[src/rtl/comb_row_requester.sv]
// Row sequencer for the combination core: issues C(n,m) for m = 0..n and streams results out.
// Optional macro COMB_ROW_SUM_EN adds a row accumulator with row_sum/sum_ok outputs.
module comb_row_requester #(
  parameter int N_W = 4,
  parameter int R_W = 13
) (
  input  logic           clk,
  input  logic           rst,
  input  logic           start,
  input  logic [N_W-1:0] n,
  output logic           busy,
  output logic           core_start,
  output logic [N_W-1:0] core_n,
  output logic [N_W-1:0] core_m,
  input  logic           core_done,
  input  logic [R_W-1:0] core_result,
  output logic           out_valid,
  input  logic           out_ready,
  output logic [N_W-1:0] out_m,
  output logic [R_W-1:0] out_data,
  output logic           out_last,
`ifdef COMB_ROW_SUM_EN
  output logic [N_W+R_W-1:0] row_sum,
  output logic           sum_ok,
`endif
  output logic           row_done
);

  localparam logic [2:0] st_idle  = 3'd0;
  localparam logic [2:0] st_issue = 3'd1;
  localparam logic [2:0] st_wait  = 3'd2;
  localparam logic [2:0] st_out   = 3'd3;
  localparam logic [2:0] st_fin   = 3'd4;

  logic [2:0]     state_reg;
  logic [N_W-1:0] core_n_reg;
  logic [N_W-1:0] m_reg;
  logic           out_valid_reg;
  logic           out_last_reg;
  logic [N_W-1:0] out_m_reg;
  logic [R_W-1:0] out_data_reg;

`ifdef COMB_ROW_SUM_EN
  localparam logic [N_W+R_W-1:0] sum_one = 1;
  logic [N_W+R_W-1:0] acc_reg;
  logic               sum_ok_reg;
`endif

  always_ff @(posedge clk) begin
    if (rst) begin
      state_reg     <= st_idle;
      core_n_reg    <= '0;
      m_reg         <= '0;
      out_valid_reg <= 1'b0;
      out_last_reg  <= 1'b0;
      out_m_reg     <= '0;
      out_data_reg  <= '0;
`ifdef COMB_ROW_SUM_EN
      acc_reg       <= '0;
      sum_ok_reg    <= 1'b0;
`endif
    end else begin
      case (state_reg)
        st_idle: begin
          if (start) begin
            core_n_reg <= n;
            m_reg      <= '0;
            state_reg  <= st_issue;
`ifdef COMB_ROW_SUM_EN
            acc_reg    <= '0;
            sum_ok_reg <= 1'b0;
`endif
          end
        end
        // core_done is not looked at here, so a stale done cannot be mistaken for this request
        st_issue: state_reg <= st_wait;
        st_wait: begin
          if (core_done) begin
            out_data_reg  <= core_result;
            out_m_reg     <= m_reg;
            out_valid_reg <= 1'b1;
            out_last_reg  <= (m_reg == core_n_reg);
            state_reg     <= st_out;
          end
        end
        st_out: begin
          if (out_ready) begin
            out_valid_reg <= 1'b0;
            out_last_reg  <= 1'b0;
`ifdef COMB_ROW_SUM_EN
            acc_reg       <= acc_reg + {{N_W{1'b0}}, out_data_reg};
`endif
            // terminating on m == n keeps the counter from wrapping at the maximum n
            if (out_last_reg) begin
              state_reg <= st_fin;
            end else begin
              m_reg     <= m_reg + N_W'(1);
              state_reg <= st_issue;
            end
          end
        end
        st_fin: begin
`ifdef COMB_ROW_SUM_EN
          sum_ok_reg <= (acc_reg == (sum_one << core_n_reg));
`endif
          state_reg <= st_idle;
        end
        default: state_reg <= st_idle;
      endcase
    end
  end

  assign busy       = (state_reg == st_issue) || (state_reg == st_wait) || (state_reg == st_out);
  assign core_start = (state_reg == st_issue);
  assign row_done   = (state_reg == st_fin);
  assign core_n     = core_n_reg;
  assign core_m     = m_reg;
  assign out_valid  = out_valid_reg;
  assign out_last   = out_last_reg;
  assign out_m      = out_m_reg;
  assign out_data   = out_data_reg;

`ifdef COMB_ROW_SUM_EN
  assign row_sum = acc_reg;
  // the verdict is visible in the row_done cycle itself, then held in sum_ok_reg
  assign sum_ok  = (state_reg == st_fin) ? (acc_reg == (sum_one << core_n_reg)) : sum_ok_reg;
`endif

endmodule
[config.mk]
export PLATFORM = sky130hd
export DESIGN_NAME = comb_row_requester
export DESIGN_NICKNAME = d
export VERILOG_FILES = /design/src/rtl/comb_row_requester.sv
export SDC_FILE = /design/constraint.sdc
export NUM_CORES = 1
export LEC_CHECK = 0
export ABC_AREA = 1
export CAP_MARGIN = 20
export CELL_PAD_IN_SITES_DETAIL_PLACEMENT = 1
export CELL_PAD_IN_SITES_GLOBAL_PLACEMENT = 1
export CORE_UTILIZATION = 29
export DETAILED_ROUTE_END_ITERATION = 8
export GPL_TIMING_DRIVEN = 0
export HOLD_SLACK_MARGIN = 0.06
export PLACE_DENSITY_LB_ADDON = 0.1
export SLEW_MARGIN = 15
export SYNTH_ARGS = -nofsm -noshare
export SYNTH_HDL_FRONTEND = slang
export SYNTH_SLANG_ARGS = --single-unit
[constraint.sdc]
create_clock -name clk -period 1.52 [get_ports clk]
set_clock_uncertainty 0.1 [all_clocks]
set_input_delay 0.228 -clock clk [delete_from_list [all_inputs] [get_ports clk]]
set_output_delay 0.228 -clock clk [all_outputs]
set_load 0.02 [all_outputs]
==> reports/results.txt <==
In the synthesized netlist, the cells that appear most often are nor2_1 (41), dfxtp_1 (30), nand2_1 (23), o21ai_0 (23), inv_1 (16). The detailed router put a total of 1660 µm of wire on met1. The highest metal layer carrying signal wires in the routed design is met4. The adder-cell share of the synthesized area works out to 0.00960. From synthesis to final layout, the design area changed by 50.1%. The total wire length after detailed routing is 3760 µm, and the power density of the placed cells is 1400 nW/µm². Fill cell total of the finished layout: 559. Boundary pin count: 52. Final hold analysis gives a worst-case slack of 0.378 ns. Overall die height: 69.1 µm.

The total count of hold-check failures in the final report is 0. Worst setup path category: register to output pin. The post-synthesis compound-gate area fraction is 0.133, and the peak supply drop is 0.620 mV. The Yosys step of the flow raised 0 warnings. The routed design uses 192 µm of met3 wire. The most frequent cell after synthesis was nor2_1. The largest total area in the synthesized netlist belongs to dfxtp_1. TritonCTS built the clock tree. The total die area is 4770 µm². The worst setup path is launched from a register.

Along the worst path, the maximum fanout reaches 7. For the pin with the worst max-slew slack, the measured transition is 0.309 ns. After detailed routing, the number of vias per cell comes to 4.63. The number of rows created at floorplan was 24; the worst-case register-to-register setup slack was 0.10 ns. The die is 69.1 µm wide. The classification of the worst-slack hold path was register to register. The H-tree generated during clock tree synthesis spans 2 levels. The net total in the final layout is 261, and the average instance area after synthesis is 7.24 µm². The number of buffer and inverter instances along the worst setup path was 1. Number of sinks handled by clock tree synthesis: 30. The largest individual stage delay along the critical path comes from the cell dfxtp_1. Beginning of the critical path: core_m[0]$_SDFFE_PP0P_. For this run, design rule violations remaining after detail routing come to 0. The flow ran to the end, and the final reports show no timing, DRC or antenna violations. Measured in cells, the most critical reg-to-reg path has a length of 9.

Traced cell by cell, the critical path runs through dlygate4sd2_1. Counting I/O delays and the setup requirement, the final critical path takes 1.45 ns. The run gives 0.28 ns as the insertion delay of the later-clocked pin in the worst-skew pair. The basic-gate share of the synthesized area counting and, or, nand and nor cells came out at 0.280. The share of layout cells above drive strength 1 works out to 0.151.

The net count of the mapped netlist was 203. The worst setup path is captured at an output pin. The first detailed-routing pass ran for 4 iterations. Tightest slew margin relative to the limit: 0.794. By area, the combinational part of the netlist is dominated by simple AND/OR/NAND/NOR gates. The end of the worst register-to-register path is out_data[8]$_SDFFE_PP0P_.

The post-synthesis mux area share is 0. Synthesis handed over a netlist of 180 instances. Grouping stages by cell kind, the critical path spends the most delay in flip-flops.

Ranked by total cell area, the synthesized netlist is headed by dfxtp_1 (46%), nor2_1 (12%), o21ai_0 (8.8%), nand2_1 (6.6%), inv_1 (4.6%). The routed wire length on met2 was 1870 µm; the total of hold buffers inserted after clock tree synthesis was 0. The tools report the pin count of the biggest net entering global routing as 11. The xor and xnor fraction of the mapped netlist area is 0.0269, and the required time at the endpoint of the critical path is 1.19 ns.

The initial antenna violation count came out at 0. On the worst path, the slowest cell contributes a delay of 0.47 ns. In the final routed layout, each cell accounts on average for 12.9 µm. The final-report setup violation count was 0; the half-perimeter wire length after detailed placement was 2820 µm. The fraction of synthesized cell area taken by the top area cell type was 0.461; the number of buffers added by the clock tree synthesis step was 5.

Yosys mapped the design onto 20 distinct sky130hd cell types. In this run, synthesis produced a sequential element count of 30. The number of vias after detailed routing was 1,346. The core region is 4320 µm².

The critical path ends at core_m[0]. Setup repair after global routing left no endpoint under its margin. In this run, the number of DRC markers left after iteration 0 of detailed routing was 76.

Setup slack closes at 0.0693 ns. Input and output buffers added on the ports amount to 51. Number of routed nets with antenna violations: 0. The number of flops mapped to enable cells by yosys works out to 0. The first global-routing pass estimated 6430 µm of wire. The number of antenna diodes in the final layout is 0.

At the worst endpoint, the arrival time is 1.12 ns. For the max-capacitance violation count, the log shows 0. The run gives 0.792 as the global placer's final weighted congestion. Post-CTS timing repair inserted 0 buffers for setup.

Summed over all layers, the global routing overflow is 0. The number of flip-flops in the largest register was 13; the share of flip-flops with an asynchronous set or reset was 0. The via count of the first global-routing pass is 1,451, and the total number of cells along the worst setup path is 1.

The launch instance of the worst register-to-register path is state_reg[2]$_SDFFE_PP0P_. In this run the static leakage power is 0.975 nW. The run gives 0.302 as the initial standard-cell utilization of the core. The part of the cycle the worst path needs was 0.954; the worst-case clock buffer depth was 2.

The maximum frequency from static timing analysis is 689 MHz, and the cell count after placement is 283. The tools report the overall global routing resource usage as 0.167. The most used flip-flop cell after synthesis is dfxtp_1. The sequential area share after synthesis is 0.461.

Prior to clock tree synthesis, the placed netlist has a worst setup slack of -0.310 ns. The tools report the clock root buffer as clkbuf_8. The tools report the final-report max-slew violation count as 0.

Leaving out filler cells and counting taps, the final layout contains 291. The cell area that synthesis handed to floorplanning was 1300 µm². The post-CTS clock slew at the launch and capture registers of the worst setup and hold paths works out to 0.06 ns.
cell families after synthesis:
group	Yosys count
and+or+nand+nor	85
AOI/OAI and AO/OA	34
DFF	30
buffers and inverters	26
xor gates and xnor gates	4
adders and majority gates	1
repair_timing:
| action | CTS | global route |
|---|---|---|
| resized for setup | 42 | 15 |
| setup endpoints to repair | 32 | 18 |
| pin swaps | 0 | 1 |
how the worst min path moves through the flow:
stage / start / to / slack [ns] / cells after the start
detailed placement: out_valid$_SDFFE_PP0P_ / out_valid$_SDFFE_PP0P_ / 0.37 / 2
CTS: out_valid$_SDFFE_PP0P_ / out_valid$_SDFFE_PP0P_ / 0.38 / 2
global placement: core_n[3]$_SDFFE_PP0P_ / core_n[3]$_SDFFE_PP0P_ / 0.36 / 2
global route: out_valid$_SDFFE_PP0P_ / out_valid$_SDFFE_PP0P_ / 0.41 / 2
floorplan: rst / out_valid$_SDFFE_PP0P_ / 0.19 / 1
finish: out_valid$_SDFFE_PP0P_ / out_valid$_SDFFE_PP0P_ / 0.38 / 2
per-layer routing:
layer,vias up,global-route usage
li1,687,-
met1,624,0.200
met2,30,0.285
met3,5,0.0599
met4,0,0.0340
met5,-,0
cell usage in the layout (no fill, tap or decap), drive strengths merged:
cell           count
nor3               2
clkinv             1
nand2             27
clkdlybuf4s50     21
buf                6
nand4              1
inv               21
xor2               4
o21ai             24
dlygate4sd2       27
dfxtp             30
clkbuf             9
nand3             11
nor2              44
ha                 1
a21oi             10
through the flow:
step	power, mW	area, µm²	TNS, ns	util
finish	2.73	1960	0	0.453
global route	2.94	1960	0	0.453
CTS	2.75	1940	0	0.448
detailed placement	2.16	1880	-5.22	0.435
global placement	2.12	1880	-4.78	0.435
floorplan	1.69	1300	0	-
power breakdown:
group	internal, mW	total, mW	switching (mW)
clock network	0.365	0.671	0.306
registers	0.929	1.07	0.142
logic	0.382	0.989	0.606
total	1.68	2.73	1.05
area by class of cell:
| type | instances | area [µm²] | area share |
|---|---|---|---|
| Multi-Input combinational cell | 124 | 599 | 0.306 |
| Inverter | 21 | 83.8 | 0.0428 |
| Buffer | 5 | 43.8 | 0.0224 |
| Clock buffer | 7 | 86.3 | 0.0441 |
| Clock inverter | 1 | 5.00 | 0.00256 |
| Tap cell | 52 | 65.1 | 0.0332 |
| Timing Repair Buffer | 51 | 462 | 0.236 |
| Sequential cell | 30 | 612 | 0.313 |
Power figures use the tool's default switching activity.
